**config.mk**
```make
export PLATFORM = sky130hd
export DESIGN_NAME = pc_redirect_ctrl
export DESIGN_NICKNAME = d
export VERILOG_FILES = /design/src/rtl/cpu_pkg.sv /design/src/rtl/redirect_mux.sv /design/src/rtl/pc_redirect_ctrl.sv
export SDC_FILE = /design/constraint.sdc
export NUM_CORES = 1
export LEC_CHECK = 0
export CORE_ASPECT_RATIO = 1.25
export CORE_MARGIN = 2
export CORE_UTILIZATION = 35
export DETAILED_ROUTE_END_ITERATION = 8
export PLACE_DENSITY_LB_ADDON = 0.2
export SLEW_MARGIN = 20
export SYNTH_ARGS = -nofsm -noshare
export SYNTH_HDL_FRONTEND = slang
export SYNTH_SLANG_ARGS = --single-unit
```
**constraint.sdc**
```tcl
create_clock -name clk -period 3.4 [get_ports clk]
set_clock_uncertainty 0.2 [all_clocks]
set_input_delay 0.34 -clock clk [delete_from_list [all_inputs] [get_ports clk]]
set_output_delay 0.34 -clock clk [all_outputs]
set_load 0.02 [all_outputs]
```
**src/rtl/cpu_pkg.sv**
```systemverilog
// Shared definitions for the fetch-stage PC sequencing logic:
// boot/exception addresses, controller states and redirect classes.
package cpu_pkg;

  localparam logic [31:0] RESET_PC   = 32'h0000_3000;
  localparam logic [31:0] EXC_VECTOR = 32'h0000_4180;

  // Controller states. SETTLE lasts one cycle after an exc/eret has been
  // applied, while the squashed M-stage instruction may still be signalling.
  typedef enum logic [1:0] {
    ST_BOOT   = 2'd0,
    ST_RUN    = 2'd1,
    ST_HOLD   = 2'd2,
    ST_SETTLE = 2'd3
  } pc_state_e;

  // Redirect class. An exc/eret redirect must never be displaced by a
  // younger branch/jump that sits in its shadow.
  typedef enum logic {
    CLS_BJ  = 1'b0,
    CLS_EXC = 1'b1
  } redir_cls_e;

endpackage

```
**src/rtl/redirect_mux.sv**
```systemverilog
// Priority select of the next-PC source:
// exc > eret > jump > taken branch > pending > pc_cur+4.
// The live outputs describe the winning live redirect only; sel_tgt also
// folds in the pending entry and the sequential address.
module redirect_mux
  import cpu_pkg::*;
#(
  parameter int unsigned       ADDR_W     = 32,
  parameter logic [ADDR_W-1:0] EXC_VECTOR = ADDR_W'(cpu_pkg::EXC_VECTOR)
) (
  input  logic              mask_m,
  input  logic              exc_M,
  input  logic              eret_M,
  input  logic [ADDR_W-1:0] epc,
  input  logic              jmp_D,
  input  logic [ADDR_W-1:0] jmp_target_D,
  input  logic              br_taken_D,
  input  logic [ADDR_W-1:0] br_target_D,
  input  logic [ADDR_W-1:0] pc_cur,
  input  logic              pend_v,
  input  logic [ADDR_W-1:0] pend_tgt,
  output logic              live_v,
  output logic [ADDR_W-1:0] live_tgt,
  output logic              live_cls,
  output logic [ADDR_W-1:0] sel_tgt
);

  localparam logic [ADDR_W-1:0] PC_STEP = ADDR_W'(32'd4);

  logic [ADDR_W-1:0] seq_pc_s;
  logic              m_ok_s;

  // Sequential address wraps naturally modulo 2^ADDR_W.
  assign seq_pc_s = pc_cur + PC_STEP;
  assign m_ok_s   = ~mask_m;

  // Pick the highest-priority live redirect and its class.
  always_comb begin
    live_v   = 1'b1;
    live_tgt = seq_pc_s;
    live_cls = CLS_BJ;
    if (exc_M && m_ok_s) begin
      live_tgt = EXC_VECTOR;
      live_cls = CLS_EXC;
    end else if (eret_M && m_ok_s) begin
      live_tgt = epc;
      live_cls = CLS_EXC;
    end else if (jmp_D) begin
      live_tgt = jmp_target_D;
    end else if (br_taken_D) begin
      live_tgt = br_target_D;
    end else begin
      live_v   = 1'b0;
    end
  end

  assign sel_tgt = live_v ? live_tgt : (pend_v ? pend_tgt : seq_pc_s);

endmodule

```
**src/rtl/pc_redirect_ctrl.sv**
```systemverilog
// Fetch-stage PC sequencing controller. Chooses the next PC, drives the PC
// load enable and pipeline flushes, and parks a redirect that arrives while
// fetch is frozen until fetch can accept it.
module pc_redirect_ctrl
  import cpu_pkg::*;
#(
  parameter int unsigned       ADDR_W     = 32,
  parameter logic [ADDR_W-1:0] RESET_PC   = ADDR_W'(cpu_pkg::RESET_PC),
  parameter logic [ADDR_W-1:0] EXC_VECTOR = ADDR_W'(cpu_pkg::EXC_VECTOR)
) (
  input  logic              clk,
  input  logic              rst,
  input  logic [ADDR_W-1:0] pc_cur,
  input  logic              stall_F,
  input  logic              imem_busy,
  input  logic              br_taken_D,
  input  logic [ADDR_W-1:0] br_target_D,
  input  logic              jmp_D,
  input  logic [ADDR_W-1:0] jmp_target_D,
  input  logic              exc_M,
  input  logic              eret_M,
  input  logic [ADDR_W-1:0] epc,
  output logic [ADDR_W-1:0] npc,
  output logic              pc_en,
  output logic              if_flush,
  output logic              dx_flush,
  output logic              redirect_pending
);

  pc_state_e         state_r;
  logic              pend_v_r;
  logic [ADDR_W-1:0] pend_tgt_r;
  logic              pend_cls_r;

  logic              mask_m_s;
  logic              live_v_s;
  logic [ADDR_W-1:0] live_tgt_s;
  logic              live_cls_s;
  logic [ADDR_W-1:0] sel_tgt_s;
  logic              m_live_s;
  logic              blocked_s;
  logic              latch_s;
  logic              hold_cls_s;

  // In SETTLE the M-stage instruction is already squashed, so its
  // exc/eret request is ignored.
  assign mask_m_s = (state_r == ST_SETTLE);

  redirect_mux #(
    .ADDR_W     (ADDR_W),
    .EXC_VECTOR (EXC_VECTOR)
  ) u_mux (
    .mask_m       (mask_m_s),
    .exc_M        (exc_M),
    .eret_M       (eret_M),
    .epc          (epc),
    .jmp_D        (jmp_D),
    .jmp_target_D (jmp_target_D),
    .br_taken_D   (br_taken_D),
    .br_target_D  (br_target_D),
    .pc_cur       (pc_cur),
    .pend_v       (pend_v_r),
    .pend_tgt     (pend_tgt_r),
    .live_v       (live_v_s),
    .live_tgt     (live_tgt_s),
    .live_cls     (live_cls_s),
    .sel_tgt      (sel_tgt_s)
  );

  // exc/eret beat a hazard stall but can never beat a busy imem.
  assign m_live_s   = live_v_s & (live_cls_s == CLS_EXC);
  assign blocked_s  = imem_busy | (stall_F & ~m_live_s);
  // An exc/eret entry can only be replaced by another exc/eret.
  assign latch_s    = live_v_s & (~pend_v_r | (pend_cls_r == CLS_BJ) | (live_cls_s == CLS_EXC));
  assign hold_cls_s = m_live_s ? CLS_EXC : pend_cls_r;

  // Next-PC, load enable and flush generation from state and live inputs.
  always_comb begin
    npc      = sel_tgt_s;
    pc_en    = 1'b0;
    if_flush = 1'b0;
    dx_flush = 1'b0;
    if (rst) begin
      npc = RESET_PC;
    end else begin
      case (state_r)
        ST_BOOT: begin
          npc = RESET_PC;
        end
        ST_RUN, ST_SETTLE: begin
          if (!blocked_s) begin
            pc_en    = 1'b1;
            if_flush = live_v_s | pend_v_r;
            dx_flush = m_live_s;
          end else begin
            pc_en    = 1'b0;
          end
        end
        ST_HOLD: begin
          if (!blocked_s) begin
            npc      = m_live_s ? live_tgt_s : pend_tgt_r;
            pc_en    = 1'b1;
            if_flush = 1'b1;
            dx_flush = m_live_s;
          end else begin
            npc      = pend_tgt_r;
          end
        end
        default: begin
          npc = RESET_PC;
        end
      endcase
    end
  end

  assign redirect_pending = pend_v_r & ~rst;

  // Controller FSM and pending-redirect register.
  always_ff @(posedge clk) begin
    if (rst) begin
      state_r    <= ST_BOOT;
      pend_v_r   <= 1'b0;
      pend_tgt_r <= '0;
      pend_cls_r <= CLS_BJ;
    end else begin
      case (state_r)
        ST_BOOT: begin
          state_r <= imem_busy ? ST_BOOT : ST_RUN;
        end
        ST_RUN, ST_SETTLE: begin
          if (!blocked_s) begin
            pend_v_r <= 1'b0;
            state_r  <= m_live_s ? ST_SETTLE : ST_RUN;
          end else if (latch_s) begin
            pend_v_r   <= 1'b1;
            pend_tgt_r <= live_tgt_s;
            pend_cls_r <= live_cls_s;
            state_r    <= ST_HOLD;
          end else begin
            state_r    <= pend_v_r ? ST_HOLD : ST_RUN;
          end
        end
        ST_HOLD: begin
          if (!blocked_s) begin
            pend_v_r <= 1'b0;
            state_r  <= (hold_cls_s == CLS_EXC) ? ST_SETTLE : ST_RUN;
          end else if (latch_s) begin
            pend_v_r   <= 1'b1;
            pend_tgt_r <= live_tgt_s;
            pend_cls_r <= live_cls_s;
          end else begin
            state_r    <= ST_HOLD;
          end
        end
        default: begin
          state_r  <= ST_BOOT;
          pend_v_r <= 1'b0;
        end
      endcase
    end
  end

endmodule

```
Yosys cells after proc, flatten, opt, wreduce, memory -nomap -nowiden
Index checks and enable logic that the tools add are counted.
Widths: inputs -> output; s select.
{ "totals": {"reg_bits": 36, "output_inout_bits": 36, "inputBits": 136} }
{ "op_classes": {"bitwise_logic": 13, "reduce_logical": 7, "n_eq_ne": 5, "add_sub_neg": 1, "n_mux": 37} }
{ "ops": {"columns": ["cell", "n"], "rows": [
  ["$mux 32", 9],
  ["$pmux 32 s2", 1],
  ["$add 32x3->32 const B", 1],
  ["$mux 1", 18],
  ["$mux 2", 7],
  ["$pmux 2 s3", 1],
  ["$not 1->1", 5],
  ["$and 1x1->1", 4],
  ["$eq 2x2->1 const B", 2],
  ["$or 1x1->1", 4],
  ["$ne 3x3->1 const B", 1],
  ["$reduce_and 3->1", 1],
  ["$reduce_or 3->1", 1],
  ["$eq 2x1->1 const B", 1],
  ["$logic_and 1x1->1", 2],
  ["$logic_not 2->1", 1],
  ["$ne 2x1->1 const B", 1],
  ["$pmux 1 s2", 1],
  ["$reduce_and 2->1", 1],
  ["$reduce_or 2->1", 1]
]} }

Longest topological paths before layout
Gate-level depths: netlist of run 1.
{ "logic_depth": {"word_depth": 12, "depth_mapped": 10, "depth_no_buf": 7} }

Hierarchy
Synthesis of run 1 repeated with hierarchy kept, for this count alone.
{ "hier_totals": {"cells_unflattened": 688, "area_unflattened_um2": 4773.3} }
{ "modules_own_cells": {"columns": ["mod", "cells_per_inst", "area_each_um2", "n_inst"], "rows": [
  ["redirect_mux", 411, 2412.3, 1],
  ["pc_redirect_ctrl", 277, 2361.0, 1]
]} }

Worst setup path after synthesis of run 1
No wires, ideal clock.
{ "synth_path": {"kind": "input -> output", "from": "in br_taken_D", "to": "out npc[25]", "required_ns": 2.860, "stages": 7, "n_path_buf": 3, "setup_slack_ns": 0.520, "arrival_time_ns": 2.340, "cell_sequence": "buf_2 > or2_2 > clkbuf_1 > nor2_1 > nand2_1 > clkbuf_1 > o311ai_0"} }
{ "synth_via": {"elab_chain_cells": 11, "elab_cells_between_ends": 17} }
{ "synth_rtl": {"columns": ["element", "line_no", "text"], "rows": [
  ["start, declared", "pc_redirect_ctrl.sv:16", "input logic br_taken_D,"],
  ["$mux 1", "redirect_mux.sv:50", "end else if (br_taken_D) begin"],
  ["$mux 1", "redirect_mux.sv:48", "end else if (jmp_D) begin"],
  ["$mux 1", "redirect_mux.sv:45", "end else if (eret_M && m_ok_s) begin"],
  ["$mux 1", "redirect_mux.sv:42", "if (exc_M && m_ok_s) begin"],
  ["$and 1x1->1", "pc_redirect_ctrl.sv:71", "assign m_live_s = live_v_s & (live_cls_s == CLS_EXC);"],
  ["$not 1->1", "pc_redirect_ctrl.sv:72", "assign blocked_s = imem_busy | (stall_F & ~m_live_s);"],
  ["$and 1x1->1", "pc_redirect_ctrl.sv:72", null],
  ["$or 1x1->1", "pc_redirect_ctrl.sv:72", null],
  ["$mux 32", "pc_redirect_ctrl.sv:100", "if (!blocked_s) begin"],
  ["$pmux 32 s2 *", "pc_redirect_ctrl.sv:86", "case (state_r)"],
  ["$mux 32 *", "pc_redirect_ctrl.sv:83", "if (rst) begin"],
  ["end, declared", "pc_redirect_ctrl.sv:23", "output logic [ADDR_W-1:0] npc,"]
]} }
Mark *: on every way between the ends. The rest lies on a longest branch, timed or not.

Worst setup path after layout of run 1
{ "layout_path": {"from": "in pc_cur[6]", "to": "out npc[20]"} }
{ "layout_via": {"elab_chain_cells": 9, "elab_cells_between_ends": 11} }
{ "layout_rtl": {"columns": ["element", "line_no", "text"], "rows": [
  ["start, declared", "pc_redirect_ctrl.sv:13", "input logic [ADDR_W-1:0] pc_cur,"],
  ["$add 32x3->32 *", "redirect_mux.sv:34", "assign seq_pc_s = pc_cur + PC_STEP;"],
  ["$mux 32", "redirect_mux.sv:50", null],
  ["$mux 32", "redirect_mux.sv:48", null],
  ["$mux 32", "redirect_mux.sv:45", null],
  ["$mux 32", "redirect_mux.sv:42", null],
  ["$mux 32", "pc_redirect_ctrl.sv:101", "npc = m_live_s ? live_tgt_s : pend_tgt_r;"],
  ["$mux 32", "pc_redirect_ctrl.sv:100", null],
  ["$pmux 32 s2 *", "pc_redirect_ctrl.sv:86", null],
  ["$mux 32 *", "pc_redirect_ctrl.sv:83", null]
]} }
Marks and branches as above.

==> flow_metrics.tcl, run 1 <==
set metrics [dict create \
    drt-initial-drc-count 418 \
    setup_ws_ps 55.6 \
    drtPass1Iterations 5 \
    synth_nets 755 \
    top_level_ports 172 \
    path_clk_slew_ps 60 \
    start_util_pct 35.8 \
    fill_cells 1101 \
    ctsLongestPathBuffers 2 \
    fin_crit_ps 3340 \
    critPathKind "primary input to output pin" \
    ys_types 65 \
    syn_area_sq_um 4140 \
    clkSinkCount 36 \
    synth_edf_count 0 \
    syn2layout_area_growth_pct 71.0 \
    power_density_nw_per_um2 270 \
    coreArea_sq_um 11600 \
    n_antenna_cell 0 \
    dp_hpwl_mm 17.6 \
    portBuffers 171 \
    ctsHoldBuffers 0 \
    hp-class "flip-flop to flip-flop" \
    wirelength_mm 22.6 \
    instances_no_fill 1014 \
    cp-end-kind "output pin" \
    synth-seq-area-share_pct 17.4 \
    synth_ff_type "dfxtp_1" \
    fp-row-count 44 \
    p_leak_nw 2.85 \
    overflow 0 \
    grt_max_degree 42 \
    cts_max_level 2 \
    final_layout_size_suffix_gt1_share_pct 20.2 \
    syn_area_per_cell_sq_um 6.70 \
    hold_viol 0 \
    fin_crit_sh_pct 98.4 \
    worst_pin_slew_ps 722 \
    cts_tree "built" \
    final_util_pct 61.3 \
    die-area_sq_um 12700 \
    drv_cap 0 \
    layout.nets 1012 \
    globalplace.congestion 1.01 \
    cp_max_fo 12 \
    cp.required_ps 2860 \
    numCtsBuffers 5 \
    grt_pass1_wl_mm 34.7 \
    startpoint_type "primary input" \
    hold_slack_ps 274 \
    clkLatencyLatePin_ps 290 \
    setup_viol_count_final 0 \
    ys_seq_elements 36 \
    synth_warnings 0 \
    status "finished, final reports clean" \
    ir_drop_v 0.000191 \
    drv_slew 0 \
    drc 0 \
    vias 6280 \
    grt_usage_pct 35.4 \
    viasPerCell 6.19 \
    die_h_um 126 \
    final_cell_area_sq_um 7080 \
    placed_area_sq_um 6840 \
    seq_area_sq_um 723 \
    syn_inst 618 \
    place_inst 1005 \
    fmax_ghz 0.299 \
    cts_root_buffer "clkbuf_16" \
    multiInputGateArea_sq_um 3270 \
    detail_route.wl_per_cell_um 22.3 \
    ys_async_sr_fraction_pct 0 \
    grt_pass1_vias 6413 \
    die_w_um 101 \
    ant_nets 0 \
    antenna_found_initial 0 \
    arrival_ps 2800 \
    dp_slack_ps -388 \
    slew_headroom_pct 51.7 \
]
[cells in the final DEF, fill, tap and decap left out, drive strengths merged, types with 7 or more instances in the layout]
master         count
buf              132
clkdlybuf4s50    145
a221o              7
mux2i             17
clkbuf            12
nor4              11
o21ai             47
o211ai            16
a31oi              9
a221oi            14
nor2              63
xor2              10
inv                9
o22ai             18
nand4              9
a22oi             17
nor3              21
nand2             73
a21oi             44
or3                8
xnor2             15
dlygate4sd2        9
dfxtp             36
nand3             25
[repair_timing]
item,CTS,global route
pin swaps,1,5
setup buffers,0,1
cloned,0,0
resized for setup,35,40
endpoints found under the setup margin,22,26
[stage by stage]
step	setup TNS [ps]	total power [mW]
after floorplan	0	0.857
after global placement	-3960	1.33
after detailed placement	-4400	1.34
after CTS	-39.2	1.89
after global routing	-22.6	1.99
final	0	1.91
[worst max-delay path, stage by stage]
cell,delay [ps]
clkdlybuf4s50_1,490
nand4_1,200
buf_4,250
or3_4,430
or3_1,350
nand3_1,80
o311ai_0,130
o22ai_1,230
clkdlybuf4s15_2,300
[cell type report]
class                   count  share of cell area, %
clock inverters             2                  0.495
multi-input cells         520                   46.2
flip-flops and latches     36                   10.2
well taps                 138                   2.44
repair buffers            302                   38.3
inverters                  10                  0.530
clock buffers               6                   1.82
[where the power goes]
| part | switching (mW) | internal [mW] | total (mW) |
|---|---|---|---|
| Combinational | 0.447 | 0.415 | 0.862 |
| Clock | 0.212 | 0.346 | 0.558 |
| Sequential | 0.0321 | 0.457 | 0.489 |
| Total | 0.691 | 1.22 | 1.91 |
[flip-flops by register name, indices dropped and copies added (netlist names)]
signal	cells
pend_cls_r	1
pend_tgt_r	32
pend_v_r	1
state_r	2
[Yosys cell counts (5+ instances only)]
master | instances | area, sq um
nand4_1 | 9 | 56.3
a21oi_1 | 44 | 220
a31o_2 | 5 | 43.8
nand3_1 | 25 | 125
o221ai_1 | 6 | 52.6
o22ai_1 | 18 | 113
clkbuf_1 | 42 | 158
mux2i_1 | 17 | 170
or3_1 | 7 | 43.8
o41ai_1 | 5 | 43.8
nand2b_1 | 6 | 37.5
o21ai_0 | 47 | 235
a221oi_1 | 13 | 114
inv_1 | 9 | 33.8
o211ai_1 | 16 | 120
a22oi_1 | 17 | 128
a211oi_1 | 5 | 37.5
xor2_1 | 10 | 87.6
dfxtp_1 | 36 | 721
nand2_1 | 73 | 274
nor2_1 | 63 | 236
nor4_1 | 10 | 62.6
nor2b_1 | 5 | 31.3
xnor2_1 | 15 | 131
a22o_1 | 6 | 52.6
a221o_1 | 7 | 70.1
nor3_1 | 21 | 105
a31oi_1 | 9 | 56.3
buf_2 | 6 | 30.0
[cells by family after synthesis]
logic type,synth area share [%]
AO/OA/AOI/OAI,40.7
AND/OR/NAND/NOR,26.1
XOR/XNOR,5.29
buffers and inverters,5.80
multiplexers,4.38
flip-flops,17.4
adder cells (fa/ha/maj),0.302
[final timing paths]
path / from / endpoint / slack [ps] / depth (start not counted)
min reg2reg: pend_tgt_r[2] / pend_tgt_r[2] / 270 / 2
max: pc_cur[6] / npc[20] / 60 / 9
min: pend_tgt_r[2] / pend_tgt_r[2] / 270 / 2
max reg2reg: state_r[0] / pend_tgt_r[14] / 550 / 8
[metal layers]
layer | vias to the layer above | track usage, % | share of wire, %
met5 | - | 0 | 0
met4 | 0 | 16.9 | 4.3
met3 | 72 | 5.53 | 7.5
met2 | 320 | 61.9 | 50
met1 | 2987 | 41.5 | 38
li1 | 2901 | - | -
Power figures use the tool's default switching activity.
==> run 2, diff against run 1 <==
- HOLD_SLACK_MARGIN: unset -> 0.06
==> results of run 2 <==
No change in the layout: final DEF, timing and power equal those of run 1.
==> run 3, diff against run 2 <==
- clock period: 3.4 -> 2.75 ns (I/O delays scaled with it)
==> run 3 against run 2 <==
Sequential cell count is the same. Total power is 32% higher. Die area unchanged. Non-clock buffer count is 95 higher. Cell count is 9.4% higher. Worst setup slack lost 27 ps. Core utilization is 7.8 points higher. Combinational power rose by 43%. Largest power group unchanged.
==> flow_metrics.tcl, run 3 (synthesis gave the netlist of run 1 again) <==
set metrics [dict create \
    status "finished, final reports clean" \
    drt-initial-drc-count 451 \
    startpoint_type "primary input" \
    final_cell_area_sq_um 7980 \
    placed_area_sq_um 7470 \
    cp_num_cells 8 \
    cts_max_level 2 \
    path_clk_slew_ps 60 \
    place_inst 1082 \
    die_h_um 126 \
    grt_pass1_vias 6822 \
    grt_pass1_wl_mm 36.2 \
    hold_viol 0 \
    overflow 0 \
    cp.required_ps 2280 \
    grt_max_degree 22 \
    cp_max_fo 4 \
    power_density_nw_per_um2 315 \
    coreArea_sq_um 11600 \
    numCtsBuffers 5 \
    final_common_cell "buf_4" \
    fin_crit_ps 2720 \
    hold_path_depth 2 \
    p_seq_share_pct 23.8 \
    fmax_ghz 0.367 \
    hold_start "pend_tgt_r[23]" \
    slew_headroom_pct 69.0 \
    clkSinkCount 36 \
    p_int_mw 1.61 \
    n_antenna_cell 0 \
    final_util_pct 69.0 \
    crit_slowest_cell "or4_4" \
    ir_drop_v 0.000232 \
    vias 6814 \
    worst_pin_slew_ps 465 \
    globalplace.congestion 1.03 \
    final_layout_size_suffix_gt1_share_pct 35.6 \
    setup_viol_count_final 0 \
    die_w_um 101 \
    slowest_delay_ps 620 \
    antenna_found_initial 0 \
    drtPass1Iterations 5 \
    p_comb_share_pct 49.1 \
    clkLatencyLatePin_ps 290 \
    final_cell_mix "buf_4 (214), clkdlybuf4s50_1 (113), nand2_1 (70)" \
    fin_crit_sh_pct 99.0 \
    grt_usage_pct 36.6 \
    clockPowerShare_pct 27.0 \
    p_switching_uw 903 \
    top_level_ports 172 \
    die-area_sq_um 12700 \
    crit_chain "buf_2, nand4_1, or4_4, or3_4, a221oi_4, o211ai_1, a31oi_1, buf_4" \
    drv_slew 0 \
    path_buf_inv 2 \
    top_regs "pend_tgt_r (32), state_r (2)" \
    portBuffers 171 \
    rr_worst_depth 9 \
    ctsLongestPathBuffers 2 \
    drc 0 \
    fp-row-count 44 \
    hp-class "flip-flop to flip-flop" \
    reg2reg_to "pend_tgt_r[12]" \
    total_power_mw 2.51 \
    drv_cap 0 \
    syn2layout_area_growth_pct 92.7 \
    start_util_pct 35.8 \
    cts_root_buffer "clkbuf_16" \
    detail_route.wl_per_cell_um 21.7 \
    p_leak_nw 3.37 \
    dp_hpwl_mm 18.7 \
    cts_tree "built" \
    rsz0062_at_grt "true" \
    critPathKind "primary input to output pin" \
    min_to "pend_tgt_r[23]" \
    cp-end-kind "output pin" \
    viasPerCell 6.14 \
    r2r_start "state_r[0]" \
    instances_no_fill 1109 \
    arrival_ps 2250 \
    sw_frac_of_total_pct 35.9 \
    crit_family "simple AND/OR/NAND/NOR gates" \
    layout.nets 1107 \
    largest_register "pend_tgt_r" \
    ant_nets 0 \
    wirelength_mm 24.1 \
    r2r_slack_ps 310 \
    largest_reg_flops 32 \
]
## run 3: tightest hold or removal path, delay by kind of cell (launching register included)
| kind | cells | cell delay [ps] |
|---|---|---|
| simple gates | 1 | 70 |
| flops | 1 | 320 |
| compound gates | 1 | 60 |
## run 3: worst max-delay path by stage
stage               to       start  slack (ps)
4_1_cts        npc[19]  pc_cur[11]         -60
3_5_place_dp   npc[19]   pc_cur[8]        -950
6_report       npc[19]  pc_cur[12]          30
3_3_place_gp   npc[19]   pc_cur[8]        -950
5_1_grt        npc[19]   pc_cur[7]         -40
2_1_floorplan  npc[25]  br_taken_D         0.2
## run 3: timing repair
action,CTS,global route
pin swaps,14,21
buffers inserted,14,4
gates cloned,1,0
endpoints found under the setup margin,34,33
hold buffers,0,0
resized for setup,200,87
## run 3: cell type report
| type | count | area, sq um |
|---|---|---|
| timing repair buffer | 397 | 3390 |
| tap | 138 | 173 |
| clock inverter | 2 | 35.0 |
| multi-input combinational | 520 | 3490 |
| fill | 995 | 3580 |
| sequential | 36 | 722 |
| inverter | 10 | 41.3 |
| clock buffer | 6 | 129 |
## run 3: power by group through the flow
stage / Clock (mW) / Combinational (mW) / Sequential, mW
2_1_floorplan: 0 / 0.464 / 0.596
3_3_place_gp: 0 / 1.15 / 0.604
3_5_place_dp: 0 / 1.17 / 0.606
4_1_cts: 0.687 / 1.18 / 0.596
5_1_grt: 0.703 / 1.30 / 0.603
6_report: 0.679 / 1.23 / 0.599
## run 3: metal layers
| layer | share of wire, % | global-route usage [%] | vias to the layer above |
|---|---|---|---|
| met5 | 0 | 0 | - |
| met2 | 51 | 65.0 | 405 |
| met3 | 8.3 | 5.25 | 88 |
| met4 | 4.3 | 16.9 | 0 |
| li1 | - | - | 3083 |
| met1 | 37 | 42.3 | 3238 |
## run 3: per-stage QoR
stage,hold slack [ps],setup TNS [ps],worst slack (ps)
2_1_floorplan,237,0,0.246
3_3_place_gp,246,-21010,-947
3_5_place_dp,264,-22580,-948
4_1_cts,275,-83.4,-61.0
5_1_grt,294,-45.9,-38.7
6_report,283,0,28.3
==> RTL edit 1 (config.mk and constraints of run 3) <==
`ADDR_W` is set to 32 in 2 places; all go to 64.
--- a/src/rtl/redirect_mux.sv
+++ b/src/rtl/redirect_mux.sv
@@ -5,7 +5,7 @@
 module redirect_mux
   import cpu_pkg::*;
 #(
-  parameter int unsigned       ADDR_W     = 32,
+  parameter int unsigned       ADDR_W     = 64,
   parameter logic [ADDR_W-1:0] EXC_VECTOR = ADDR_W'(cpu_pkg::EXC_VECTOR)
 ) (
   input  logic              mask_m,
--- a/src/rtl/pc_redirect_ctrl.sv
+++ b/src/rtl/pc_redirect_ctrl.sv
@@ -4,7 +4,7 @@
 module pc_redirect_ctrl
   import cpu_pkg::*;
 #(
-  parameter int unsigned       ADDR_W     = 32,
+  parameter int unsigned       ADDR_W     = 64,
   parameter logic [ADDR_W-1:0] RESET_PC   = ADDR_W'(cpu_pkg::RESET_PC),
   parameter logic [ADDR_W-1:0] EXC_VECTOR = ADDR_W'(cpu_pkg::EXC_VECTOR)
 ) (
Interface: changed (5 resized); port bits go from 172 to 332. The function was not compared with the original's and may differ.
==> RTL edit 1 against run 3 <==
  * The run now ends with negative setup slack left
  * Count of clock-buffer cells in the layout grew 7
  * Sequential power grew 87%
  * Largest cell class unchanged
  * Non-clock buffer count grew 355
  * Area after synthesis grew 91%
  * Largest power group unchanged
  * Via count grew 93%
  * Fmax shrank 5.6%
  * Worst hold slack lost 0.033 ns
  * Setup slack lost 0.16 ns
  * First-iteration DRC count grew to 2.9 times the old value
  * Final area grew 99%
  * Routed wire length grew 110%
  * Sequential cell count grew 32
  * Final cell count grew 94%
  * Total power grew 89%
==> RTL edit 1: results (changes against run 3) <==
Clocking
  – CTS root buf: clkbuf_16 (unchanged)
  – Clk buf depth: 2 (unchanged)
  – Resized cells post-CTS: 551 (was 200)
  – Worst skew pair latency: 0.36 ns (was 0.29 ns)
  – Post-CTS setup buffer count: 42 (was 14)
  – CTS buffer count: 9 (was 5)
  – H-tree Lvls: 3 (was 2)
  – Clock slew at reported path FFs: 0.07 ns

STA
  – Final setup viols: 21 (was 0)
  – Worst Tran Pin Value: 0.4379 ns (was 0.4648 ns)
  – Final worst slack: -0.1317 ns (was 0.02834 ns)

Worst setup path
  – Slowest CP cell: clkdlybuf4s50_1 (was or4_4)
  – Worst reg2reg path depth: 15 (was 9)
  – Cell family with most CP delay: buffers and inverters (was simple AND/OR/NAND/NOR gates)
  – WP data arrival: 2.41 ns (was 2.25 ns)
  – Critical path's largest stage delay: 0.58 ns (was 0.62 ns)
  – CP Max Fanout: 4 (unchanged)

Global routing
  – First-pass GRT wire length: 71.78 mm (was 36.16 mm)
  – GRT Overall Usage: 39.05% (was 36.58%)
  – GRT overflow: 0 (unchanged)
  – Largest net degree at the start of global routing: 49 (was 22)
  – Initial antenna violation count: 5 (was 0)

Synth
  – Register area share after synthesis: 17.22% (was 17.41%)
  – Most common library cells after synthesis: 153 x nand2_1, 139 x nor2_1, 97 x o21ai_0, 91 x a21oi_1, 86 x clkbuf_1 (was 73 x nand2_1, 63 x nor2_1, 47 x o21ai_0, 44 x a21oi_1, 42 x clkbuf_1)
  – Yosys cell types: 77 (was 65)
  – Warnings, synthesis: 0 (unchanged)
  – Synth Flop Type: dfxtp_1 (unchanged)
  – Mapped Nets: 1463 (was 755)
  – Post-synth ARST share: 0% (unchanged)
  – Avg Synthesized Cell Area: 6.599 um^2 (was 6.699 um^2)
  – Synth area leaders: dfxtp_1 17%, nand2_1 7.3%, nor2_1 6.6% (was dfxtp_1 17%, nand2_1 6.6%, nor2_1 5.7%)

Place
  – Routability cong.: 1.019 (was 1.028)
  – Post-placement cell area: 14120 um^2 (was 7468 um^2)
  – DP HPWL: 37.66 mm (was 18.70 mm)
  – Port bufs: 331 (was 171)

Run status
  – Status: finished with violations (was finished, final reports clean)
  – Failing checks: negative setup slack

Pwr
  – Sequential share of power: 23.6% (was 23.8%)
  – Max VDD drop: 0.3234 mV (was 0.2315 mV)
  – Comb pwr share: 51.1% (was 49.1%)
  – Switching portion of total power: 38.13% (was 35.94%)
  – Leakage: 6.642 nW (was 3.375 nW)
  – PwrDens: 298.6 nW/um^2 (was 314.9 nW/um^2)

Routing
  – Initial DRC count: 1286 (was 451)
  – Vias: 13.12k (was 6814)
  – Final wirelength: 50.43 mm (was 24.06 mm)
  – Wire per inst: 23.50 um (was 21.70 um)
  – First-pass DRT Iterations: 5 (unchanged)

Worst hold path
  – Hold Path Stages: 3 (was 2)
  – Worst Hold Class: input pin to flop (was flop to flop)

Final layout
  – Fin nets: 2119 (was 1107)
  – Top flop regs: pend_tgt_r: 64 flops, state_r: 2 flops (was pend_tgt_r: 32 flops, state_r: 2 flops)
  – Ratio of cells with drive above 1 in the final layout: 38.95% (was 35.63%)
==> RTL edit 1: metrics by stage <==
step,TNS [ns],setup WS [ns],hold slack (ns)
final,-0.9350,-0.1317,0.2507
after global routing,-2.808,-0.2087,0.2647
after CTS,-0.5484,-0.08404,0.2319
after detailed placement,-58.23,-1.110,0.2517
after global placement,-57.96,-1.159,0.2409
after floorplan,0,0.07297,0.2225
==> RTL edit 1: cell families after synthesis <==
kind of cell / after synthesis / share of synthesized area, %
AOI/OAI and AO/OA: 473 / 40.82
adders and majority gates: 1 / 0.1583
muxes: 20 / 2.580
DFF: 68 / 17.22
buffers and inverters: 115 / 5.698
xor gates and xnor gates: 54 / 5.983
and+or+nand+nor: 467 / 27.54
==> RTL edit 1: layout make-up <==
cell class	instances	area, um^2
flip-flops and latches	68	1370
multi-input cells	1015	7167
diodes	4	10.01
inverters	8	30.03
clock buffers	13	260.3
clock inverters	3	21.27
repair buffers	752	6698
fillers	1825	6300
well taps	283	354.1
==> RTL edit 1: final timing paths <==
path                                    from                          end  slack, ns
setup / recovery                  pc_cur[45]                      npc[48]      -0.13
hold / removal                           rst  pend_tgt_r[18]$_SDFFE_PP0P_       0.25
setup reg to reg     state_r[1]$_SDFFE_PP0P_  pend_tgt_r[22]$_SDFFE_PP0P_       0.09
hold reg to reg   pend_tgt_r[3]$_SDFFE_PP0P_   pend_tgt_r[3]$_SDFFE_PP0P_       0.27
==> RTL edit 1: routing by layer <==
layer	GRT usage [%]	wire length, um
met5	0	13
met4	26.93	3670
met3	7.449	4497
met2	67.35	24060
met1	43.88	18190
==> RTL edit 1: tightest hold or removal path, cell delays in order <==
cell and delay [ns]:
buf_2 0.17, buf_4 0.21, a21oi_1 0.11
==> RTL edit 2 (config.mk and constraints of run 3) <==
Without the edit above. Encoding of `pc_state_e`: now one-hot (4 bits for 4 states).
--- a/src/rtl/cpu_pkg.sv
+++ b/src/rtl/cpu_pkg.sv
@@ -7,11 +7,11 @@
 
   // Controller states. SETTLE lasts one cycle after an exc/eret has been
   // applied, while the squashed M-stage instruction may still be signalling.
-  typedef enum logic [1:0] {
-    ST_BOOT   = 2'd0,
-    ST_RUN    = 2'd1,
-    ST_HOLD   = 2'd2,
-    ST_SETTLE = 2'd3
+  typedef enum logic [3:0] {
+    ST_BOOT   = 4'b0001,
+    ST_RUN    = 4'b0010,
+    ST_HOLD   = 4'b0100,
+    ST_SETTLE = 4'b1000
   } pc_state_e;
 
   // Redirect class. An exc/eret redirect must never be displaced by a
Formal check against the unedited RTL: same outputs for any inputs over 4 cycles, from zero or initial values and one cycle with rst high; so few cycles prove little.
==> RTL edit 2 against run 3 <==
  * The flow now finishes with violations (negative setup slack)
  * Area after synthesis grew 3.1%
  * Total power shrank 16%
  * Sequential cell count grew 2
  * Routed wire length shrank 0.76%
  * Critical endpoint is now npc[25]
  * Global-route usage shrank 2.0 points
  * Critical path depth grew 1
  * Largest power group unchanged
  * Final area grew 3.6%
  * Setup slack lost 0.13 ns
  * Clock power shrank 7.8%
==> RTL edit 2: results (changes against run 3) <==
STA
  – Final worst slack: -0.09978 ns (was 0.02834 ns)
  – Slew Limit Headroom: 56.46% (was 68.98%)
  – Min Hold Slack: 0.2619 ns (was 0.2833 ns)
  – Final setup viols: 8 (was 0)

Pwr
  – Leakage: 3.435 nW (was 3.375 nW)
  – Clock share of power: 29.6% (was 27.0%)
  – Power Internal: 1.403 mW (was 1.610 mW)
  – Sequential share of power: 27.0% (was 23.8%)
  – PwrDens: 255.7 nW/um^2 (was 314.9 nW/um^2)
  – Max VDD drop: 0.2388 mV (was 0.2315 mV)

Global routing
  – First-pass GRT wire length: 35.09 mm (was 36.16 mm)
  – GRT Overall Usage: 34.61% (was 36.58%)
  – Largest net degree at the start of global routing: 19 (was 22)
  – Vias in the first global route: 6570 (was 6822)

Routing
  – Initial DRC count: 584 (was 451)
  – Wire per inst: 21.24 um (was 21.70 um)
  – Vias: 6786 (was 6814)

Run status
  – Status: finished with violations (was finished, final reports clean)
  – Failing checks: negative setup slack

Worst hold path
  – Min-delay src: pend_tgt_r[29]$_SDFFE_PP0P_ (was pend_tgt_r[23]$_SDFFE_PP0P_)

Clocking
  – Resized cells post-CTS: 221 (was 200)
  – Post-CTS setup buffer count: 9 (was 14)

Worst setup path
  – WP data arrival: 2.37 ns (was 2.25 ns)
  – Reg2Reg Setup Slack: 0.08 ns (was 0.31 ns)
  – Reg-to-Reg Start: state_r[2]$_SDFFE_PP0P_ (was state_r[0]$_SDFFE_PP0P_)
  – Slowest CP cell: or4b_4 (was or4_4)
  – Critical path's largest stage delay: 0.66 ns (was 0.62 ns)

Synth
  – Syn Inst Count: 632 (was 618)
  – Mapped Nets: 769 (was 755)
  – Area share of xor/xnor cells in the synthesized design: 5.950% (was 5.289%)
  – Most common library cells after synthesis: 82 x nand2_1, 63 x nor2_1, 63 x o21ai_0, 46 x a21oi_1, 38 x dfxtp_1 (was 73 x nand2_1, 63 x nor2_1, 47 x o21ai_0, 44 x a21oi_1, 42 x clkbuf_1)
  – Post-synthesis compound-gate area fraction: 41.27% (was 40.74%)
  – Post-synthesis mux area share: 3.048% (was 4.382%)

Place
  – Placement Setup Slack: -0.5667 ns (was -0.9479 ns)
  – Routability cong.: 0.9811 (was 1.028)
  – Placed Cells: 1093 (was 1082)
  – DP HPWL: 18.17 mm (was 18.70 mm)
  – Post-placement cell area: 7342 um^2 (was 7468 um^2)

Final layout
  – Top flop regs: pend_tgt_r: 32 flops, state_r: 4 flops (was pend_tgt_r: 32 flops, state_r: 2 flops)
  – Ratio of cells with drive above 1 in the final layout: 35.94% (was 35.63%)
  – Fillers: 1049 (was 995)
[RTL edit 2: changes by cell type after synthesis, sizes merged, moves of 5 or more]
cell           run 3  this run
o21ai             47        66
a22oi             17        32
a221oi            14         5
clkbuf            42        33
nand2             73        82
a22o               6        14
buf               10        18
nor3              21        14
nor4              11         4
o211ai            16         9
or3                8         1
o41ai              5         0
xor2              10        15
[RTL edit 2: worst min-delay path: stages, from the launching register on]
cell	delay, ns
dfxtp_1	0.31
nand2_1	0.05
a21oi_1	0.05
[RTL edit 2: how the worst max path moves through the flow]
stage / start / to / slack, ns
6_report: state_r[2]$_SDFFE_PP0P_ / npc[25] / -0.1
5_1_grt: state_r[2]$_SDFFE_PP0P_ / npc[2] / -0.14
4_1_cts: state_r[1]$_SDFFE_PP0P_ / npc[25] / -0.15
3_5_place_dp: pc_cur[5] / npc[28] / -0.57
3_3_place_gp: pc_cur[5] / npc[28] / -0.57
2_1_floorplan: state_r[2]$_SDFFE_PP0P_ / npc[10] / 0.1
[RTL edit 2: final cells by class]
type,count,area (um^2),share of cell area (%)
clock inverter,2,12.51,0.1513
tap,164,205.2,2.481
clock buffer,6,138.9,1.680
inverter,13,52.55,0.6355
sequential,38,769.5,9.305
multi-input combinational,530,3705,44.80
timing repair buffer,371,3386,40.94
[RTL edit 2: metal layers]
layer  global-route usage (%)  vias up  part of all wire, %
met1                    41.71     3216                   37
li1                         -     3038                    -
met2                    58.36      421                   49
met5                        0        -                    0
met4                    18.03        0                  6.4
met3                    5.580      111                  7.9
[RTL edit 2: cell families after synthesis]
group	count (synthesis)
adder cells (fa/ha/maj)	1
buffers and inverters	64
XOR/XNOR	29
AND/OR/NAND/NOR	226
flip-flops	38
AO/OA/AOI/OAI	261
multiplexers	13
